File: src/rtl/tlb_op_sequencer.sv
// TLB maintenance sequencer. It takes one LoongArch TLB instruction at a time from MEM,
// blocks and drains data-side translation, then issues a single operation on the shared
// TLB ports. Search results go back to the CSR file, and a refetch is requested after any
// operation that modifies the TLB.
module tlb_op_sequencer #(
  parameter int unsigned TLBNUM = 32,
  parameter int unsigned IDX_W  = 5
) (
  input  logic             clk_i,
  input  logic             rst_ni,
  input  logic             flush_i,
  input  logic             op_valid_i,
  output logic             op_ready_o,
  input  logic [2:0]       op_type_i,
  input  logic [4:0]       inv_op_i,
  input  logic [9:0]       inv_asid_i,
  input  logic [18:0]      inv_vpn_i,
  input  logic             data_busy_i,
  output logic             trans_block_o,
  output logic             tlbserch_en_o,
  input  logic             serch_tlb_finish_i,
  input  logic             srch_found_i,
  input  logic [IDX_W-1:0] srch_index_i,
  output logic             tlb_wen_o,
  output logic             tlb_fill_en_o,
  output logic [IDX_W-1:0] rand_index_o,
  output logic             tlbinv_en_o,
  output logic [4:0]       tlbinv_op_o,
  output logic [9:0]       tlbinv_asid_o,
  output logic [18:0]      tlbinv_vpn_o,
  output logic             tlbrd_en_o,
  output logic             srch_wr_o,
  output logic [IDX_W-1:0] srch_idx_o,
  output logic             srch_ne_o,
  output logic             op_done_o,
  output logic             op_excp_o,
  output logic             refetch_req_o
);

  localparam logic [2:0] OpSrch = 3'd0;
  localparam logic [2:0] OpRd   = 3'd1;
  localparam logic [2:0] OpWr   = 3'd2;
  localparam logic [2:0] OpFill = 3'd3;
  localparam logic [2:0] OpInv  = 3'd4;

  // INVTLB op codes 0..6 are defined; anything above raises INE.
  localparam logic [4:0] InvOpMax = 5'd6;

  typedef enum logic [3:0] {
    StIdle,
    StDrain,
    StSrch,
    StSrchWait,
    StRd,
    StWr,
    StFill,
    StInv,
    StDone
  } state_e;

  state_e state_q, state_d;

  logic [2:0]       op_q, op_d;
  logic             excp_q, excp_d;
  logic [4:0]       inv_op_q, inv_op_d;
  logic [9:0]       inv_asid_q, inv_asid_d;
  logic [18:0]      inv_vpn_q, inv_vpn_d;
  logic             found_q, found_d;
  logic [IDX_W-1:0] sidx_q, sidx_d;
  logic [IDX_W-1:0] rand_q, rand_d;
  logic [IDX_W-1:0] cnt_q, cnt_d;

  logic accept;
  logic op_illegal;
  logic srch_done;

  assign accept = op_valid_i && (state_q == StIdle);

  // Reserved op_type values and undefined INVTLB op codes both end as INE.
  assign op_illegal = (op_type_i > OpInv) || ((op_type_i == OpInv) && (inv_op_i > InvOpMax));

  // State register.
  always_ff @(posedge clk_i or negedge rst_ni) begin
    if (!rst_ni) begin
      state_q <= StIdle;
    end else begin
      state_q <= state_d;
    end
  end

  // Next-state logic: drain the data-side request, then perform exactly one port action.
  always_comb begin
    state_d = state_q;
    case (state_q)
      StIdle: begin
        if (op_valid_i) begin
          state_d = op_illegal ? StDone : StDrain;
        end
      end
      StDrain: begin
        // A flush can only cancel the op before it has touched the TLB.
        if (flush_i) begin
          state_d = StIdle;
        end else if (!data_busy_i) begin
          case (op_q)
            OpSrch:  state_d = StSrch;
            OpRd:    state_d = StRd;
            OpWr:    state_d = StWr;
            OpFill:  state_d = StFill;
            OpInv:   state_d = StInv;
            default: state_d = StDone;
          endcase
        end
      end
      StSrch:     state_d = StSrchWait;
      StSrchWait: begin
        if (serch_tlb_finish_i) begin
          state_d = StDone;
        end
      end
      StRd:       state_d = StDone;
      StWr:       state_d = StDone;
      StFill:     state_d = StDone;
      StInv:      state_d = StDone;
      StDone:     state_d = StIdle;
      default:    state_d = StIdle;
    endcase
  end

  // Next-state logic for the operation context, the search result and the fill index.
  always_comb begin
    op_d       = op_q;
    excp_d     = excp_q;
    inv_op_d   = inv_op_q;
    inv_asid_d = inv_asid_q;
    inv_vpn_d  = inv_vpn_q;
    found_d    = found_q;
    sidx_d     = sidx_q;
    rand_d     = rand_q;
    cnt_d      = (cnt_q == IDX_W'(TLBNUM - 1)) ? '0 : cnt_q + 1'b1;

    if (accept) begin
      op_d   = op_type_i;
      excp_d = op_illegal;
      // Invalidate operands change only for a legal INVTLB, so they stay stable otherwise.
      if ((op_type_i == OpInv) && !op_illegal) begin
        inv_op_d   = inv_op_i;
        inv_asid_d = inv_asid_i;
        inv_vpn_d  = inv_vpn_i;
      end
    end

    if ((state_q == StSrchWait) && serch_tlb_finish_i) begin
      found_d = srch_found_i;
      sidx_d  = srch_index_i;
    end

    // Snapshot the free-running counter on the way into FILL so the index cannot move
    // while the write pulse is on the port.
    if ((state_q == StDrain) && (state_d == StFill)) begin
      rand_d = cnt_q;
    end
  end

  // Operation context, search result, fill index and free-running counter registers.
  always_ff @(posedge clk_i or negedge rst_ni) begin
    if (!rst_ni) begin
      op_q       <= OpSrch;
      excp_q     <= 1'b0;
      inv_op_q   <= '0;
      inv_asid_q <= '0;
      inv_vpn_q  <= '0;
      found_q    <= 1'b0;
      sidx_q     <= '0;
      rand_q     <= '0;
      cnt_q      <= '0;
    end else begin
      op_q       <= op_d;
      excp_q     <= excp_d;
      inv_op_q   <= inv_op_d;
      inv_asid_q <= inv_asid_d;
      inv_vpn_q  <= inv_vpn_d;
      found_q    <= found_d;
      sidx_q     <= sidx_d;
      rand_q     <= rand_d;
      cnt_q      <= cnt_d;
    end
  end

  assign srch_done = (state_q == StDone) && !excp_q && (op_q == OpSrch);

  // Moore outputs: every pulse is decoded from the registered state, so it drops with reset.
  always_comb begin
    op_ready_o    = 1'b0;
    trans_block_o = 1'b1;
    tlbserch_en_o = 1'b0;
    tlbrd_en_o    = 1'b0;
    tlb_wen_o     = 1'b0;
    tlb_fill_en_o = 1'b0;
    tlbinv_en_o   = 1'b0;
    srch_wr_o     = 1'b0;
    srch_ne_o     = 1'b0;
    srch_idx_o    = '0;
    op_done_o     = 1'b0;
    op_excp_o     = 1'b0;
    refetch_req_o = 1'b0;
    case (state_q)
      StIdle: begin
        op_ready_o    = 1'b1;
        trans_block_o = 1'b0;
      end
      StSrch: tlbserch_en_o = 1'b1;
      StRd:   tlbrd_en_o    = 1'b1;
      StWr:   tlb_wen_o     = 1'b1;
      StFill: tlb_fill_en_o = 1'b1;
      StInv:  tlbinv_en_o   = 1'b1;
      StDone: begin
        op_done_o     = 1'b1;
        op_excp_o     = excp_q;
        refetch_req_o = !excp_q && ((op_q == OpWr) || (op_q == OpFill) || (op_q == OpInv));
        srch_wr_o     = srch_done;
        srch_ne_o     = srch_done && !found_q;
        srch_idx_o    = (srch_done && found_q) ? sidx_q : '0;
      end
      default: ;
    endcase
  end

  assign rand_index_o  = rand_q;
  assign tlbinv_op_o   = inv_op_q;
  assign tlbinv_asid_o = inv_asid_q;
  assign tlbinv_vpn_o  = inv_vpn_q;

endmodule

File: config.mk
export PLATFORM = sky130hd
export DESIGN_NAME = tlb_op_sequencer
export DESIGN_NICKNAME = d
export VERILOG_FILES = /design/src/rtl/tlb_op_sequencer.sv
export SDC_FILE = /design/constraint.sdc
export NUM_CORES = 1
export LEC_CHECK = 0
export BUFFER_PORTS_ARGS = -buffer_cell sky130_fd_sc_hd__buf_2
export CORE_UTILIZATION = 35
export CTS_BUF_LIST = sky130_fd_sc_hd__clkbuf_4
export CTS_CLUSTER_DIAMETER = 30
export CTS_CLUSTER_SIZE = 30
export DETAILED_ROUTE_END_ITERATION = 8
export GPL_ROUTABILITY_DRIVEN = 0
export SYNTH_ARGS = -nofsm -noshare
export SYNTH_HDL_FRONTEND = slang
export SYNTH_SLANG_ARGS = --single-unit
File: constraint.sdc
create_clock -name clk_i -period 3.49 [get_ports clk_i]
set_input_delay 0.1745 -clock clk_i [delete_from_list [all_inputs] [get_ports clk_i]]
set_output_delay 0.1745 -clock clk_i [all_outputs]
set_load 0.05 [all_outputs]
Word level (Yosys, flattened, before mapping):

Index checks and enable logic that the tools add are counted.
Widths: inputs -> output; s select.

* bits in registers: 58
* input bits: 49
* output and inout bits: 56
* logic and storage cells: 70

* add/subtract/negate cells: 1
* magnitude comparators: 2
* eq/ne operators: 15
* mux-type cells: 22
* reductions and logical operators: 20

Operator list (count)
* $pmux 4 s5: 2
* $eq 4x3->1 const B: 5
* $mux 4: 5
* $mux 5: 3
* $mux 1: 12
* $logic_and 1x1->1: 10
* $eq 4x2->1 const B: 2
* $eq 3x2->1 const B: 2
* $eq 3x3->1 const B: 2
* $add 5x1->5 const B: 1
* $eq 5x5->1 const B: 1
* $gt 5x3->1 const B: 1
* $eq 4x1->1 const B: 1
* $eq 4x4->1 const B: 1
* $logic_not 4->1: 1
* $reduce_or 4->1: 1
* $eq 3x1->1 const B: 1
* $gt 3x3->1 const B: 1
* $logic_not 1->1: 3
* $logic_not 3->1: 1
* $logic_or 1x1->1: 3
* $reduce_and 2->1: 1

Logic depth before layout (Yosys ltp):

* word-level depth: 8
* gate-level depth with buffers: 5
* gate-level depth less buffers: 4

Worst setup path before layout:

No wires, ideal clock.

* path kind: reg-to-output
* start: reg state_q[0]
* end: out srch_ne_o
* arrival: 3.913 ns
* setup slack: -0.597 ns
* cell stages (with the launch flop): 5
* path through: dfrtp_1 > buf_2 > nor4b_1 > and4bb_1 > nor2b_1

* word-level cells in the longest chain between the ends: 5

RTL lines
* from (decl): line 61 `state_e state_q, state_d;`
* from (signal assigned): line 85 `state_q <= StIdle;`
* from (signal assigned): line 87 `state_q <= state_d;`
* $eq 4x4->1 (*): line 190, 207
* $logic_and 1x1->1 (2 in series): line 190 `assign srch_done = (state_q == StDone) && !excp_q && (op_q == OpSrch);`
* $logic_and 1x1->1: line 222 `srch_ne_o = srch_done && !found_q;`
* $mux 1 (*): line 207 `case (state_q)`
* to (decl): line 34 `output logic srch_ne_o,`

Mark *: on every way between the ends. The rest lies on a longest branch, timed or not.

Worst setup path in the final report:

* start: reg state_q[1]
* end: reg inv_vpn_q[7], in the netlist tlbinv_vpn_o[7]

* word-level cells in the longest chain between the ends: 3

RTL lines
* $logic_not 4->1: line 77 `assign accept = op_valid_i && (state_q == StIdle);`
* $logic_and 1x1->1: line 77
* $reduce_and 2->1 (no source line)
* to (signal assigned): line 182 `inv_vpn_q <= inv_vpn_d;`
* to (decl): line 67 `logic [18:0] inv_vpn_q, inv_vpn_d;`

No other way between the ends.
A chain may end at the register's enable or synchronous reset.

==> results.cfg <==
[outcome]
run_status = complete, no violations

[worst_setup_path]
crit_path_max_fanout = 34
end_kind = register
worstReg2RegStart = state_q[1]
startpoint_type = register
startpoint = state_q[1]
arrival_ns = 2.61
path_class = register to register
required_ns = 3.76

[logic_synthesis]
avgSynthCellArea_um2 = 13.9
synth_warnings = 0
async_reset_ff_share_pct = 100
synth.distinct_cells = 35
ys_seq_area_share_pct = 59.4
synth_edf_count = 0
synth_flop_cell = dfrtp_1
netlist_area_mm2 = 0.00244
syn_nets = 227
synthCells = 176
synth-seq-cells = 58

[floorplan]
die-area_mm2 = 0.00732
placementRows = 30
core_area_mm2 = 0.00676
initial_core_util_pct = 36.2
die_height_um = 85.6
pin_count = 105
die_w_um = 85.6

[detailed_routing]
via_per_inst = 4.67
route.vias.total = 1887
totalWireLength_mm = 5.37
antenna_left = 0
drt_pre_antenna_iters = 4
route.detailed.drc = 0
drt_iter0_markers = 74
wl_per_cell_um = 13.3

[global_route]
grt_pass1_wl_mm = 8.91
track_usage_pct = 16.0
grt-ovfl-total = 0
grt_pass1_vias = 1889
antenna_found_initial = 0
grt_max_degree = 35

[timing]
finalHoldWorstSlack_ns = 0.0286
slew_headroom_pct = 38.1
finalCritPeriodShare_pct = 66.9
max_freq_mhz = 429
worstMarginPinSlew_ns = 0.926
grt_setup_unrepaired = false
finalSetupViolations = 0
hold_viol_final = 0
finalMaxSlewViolations = 0
fin_skew_ns = 0.0189
timing.setup.tns_ns = 0
fin_crit_ns = 2.33

[clock_tree]
numClockSinks = 58
cts_tree = yes
insertion_delay_ns = 0.40
cts_hold_repair.buffers = 34
cts-root-buf = clkbuf_4
cts_buffer_depth = 2
cts_inserted_buffers = 9
clk_pin_slew_ns = 0.10
cts_resized = 0
cts.htree.levels = 3
postCtsSetupBuffers = 0

[cells_and_area]
mostFrequentLayoutCells = buf_2, dfrtp_1, mux2_2
drive_above_1_share_pct = 52.5
design_area_mm2 = 0.00352
syn2layout_area_growth_pct = 44.2
antenna_cells = 0
final_common_cell = buf_2
final_cells = 404
nNetsFinal = 370

[placement]
dp_cells = 354
dp_hpwl_mm = 3.67
placed_area_mm2 = 0.00303
port_buffers = 104

[run]
drv_cap = 0

[min_path]
hold_path_class = input port to register
hold_start = inv_op_i[0]

[power_and_ir_drop]
power.leakage_nw = 1.88
peakVddDrop_mv = 0.500
power.density_mw_per_mm2 = 825
where the power goes:
part	switching [mW]	internal [mW]	total (mW)
registers	0.157	0.881	1.04
logic	0.930	0.403	1.33
clock network	0.241	0.294	0.535
worst paths after layout:
check	end	slack, ns	cells past startpoint
min	tlbinv_op_o[0]	0.03	2
max	tlbinv_vpn_o[7]	1.16	4
min reg2reg	cnt_q[0]	0.50	1
min in group asynchronous	tlbinv_vpn_o[3]	0.33	2
max reg2reg	tlbinv_vpn_o[7]	1.16	4
max in group asynchronous	sidx_q[4]	2.31	3
flip-flops by register name (all words and copies together) (netlist names):
signal         cells
tlbinv_asid_o     10
tlbinv_vpn_o      19
tlbinv_op_o        5
cnt_q              5
op_q               3
state_q            4
excp_q             1
rand_index_o       5
found_q            1
sidx_q             5
critical path, stage by stage (launching register included):
cell and delay, ns:
dfrtp_1 0.52, nor4_4 0.40, nand3_2 0.16, nor2_4 0.72, mux2_2 0.41
cell type report:
class | instances | area [µm²]
Clock inverter | 6 | 81.3
Sequential cell | 58 | 1450
Tap cell | 80 | 100
Clock buffer | 10 | 75.1
Inverter | 1 | 3.75
Fill cell | 607 | 3230
Timing Repair Buffer | 139 | 868
Multi-Input combinational cell | 110 | 943
routing by layer:
metal  track usage, %  vias up  wire length [µm]
met1             20.2      899              2410
li1                 -      913                 -
met2             24.5       67              2570
met3             5.10        8               324
met4             8.64        0                71
met5                0        -                 0
through the flow:
| stage | total power [mW] | util [%] | setup WS (ns) |
|---|---|---|---|
| after floorplan | 2.06 | - | 0.237 |
| after global placement | 2.35 | 44.8 | 1.19 |
| after detailed placement | 2.36 | 44.8 | 1.12 |
| after CTS | 2.94 | 52.1 | 1.13 |
| after global routing | 3.07 | 52.1 | 0.994 |
| final | 2.91 | 52.1 | 1.16 |
cell families (layout without fill, tap and decap cells):
group	after synthesis	in the layout	synth area share (%)
xor+xnor	4	4	1.43
mux	46	46	21.1
flops	58	58	59.4
fa+ha+maj	2	2	1.02
buf+inv	8	156	2.25
compound gates	7	7	1.69
simple gates	51	51	13.1
cell usage after synthesis (all sizes together), types with 2 or more instances:
cell type	count	share of area [%]
nor2b	4	1.0
nor3	2	0.41
dfrtp	58	59
a31oi	3	0.77
nor3b	3	1.1
nor4	2	1.1
nand2b	2	0.51
xnor2	2	0.72
o21ai	2	0.41
nand2	8	1.2
and3	6	1.5
nand3	5	1.2
clkbuf	2	0.31
xor2	2	0.72
mux2	45	21
nor2	11	2.0
ha	2	1.0
buf	5	1.8
No activity file was read; power rests on OpenSTA's default activity.
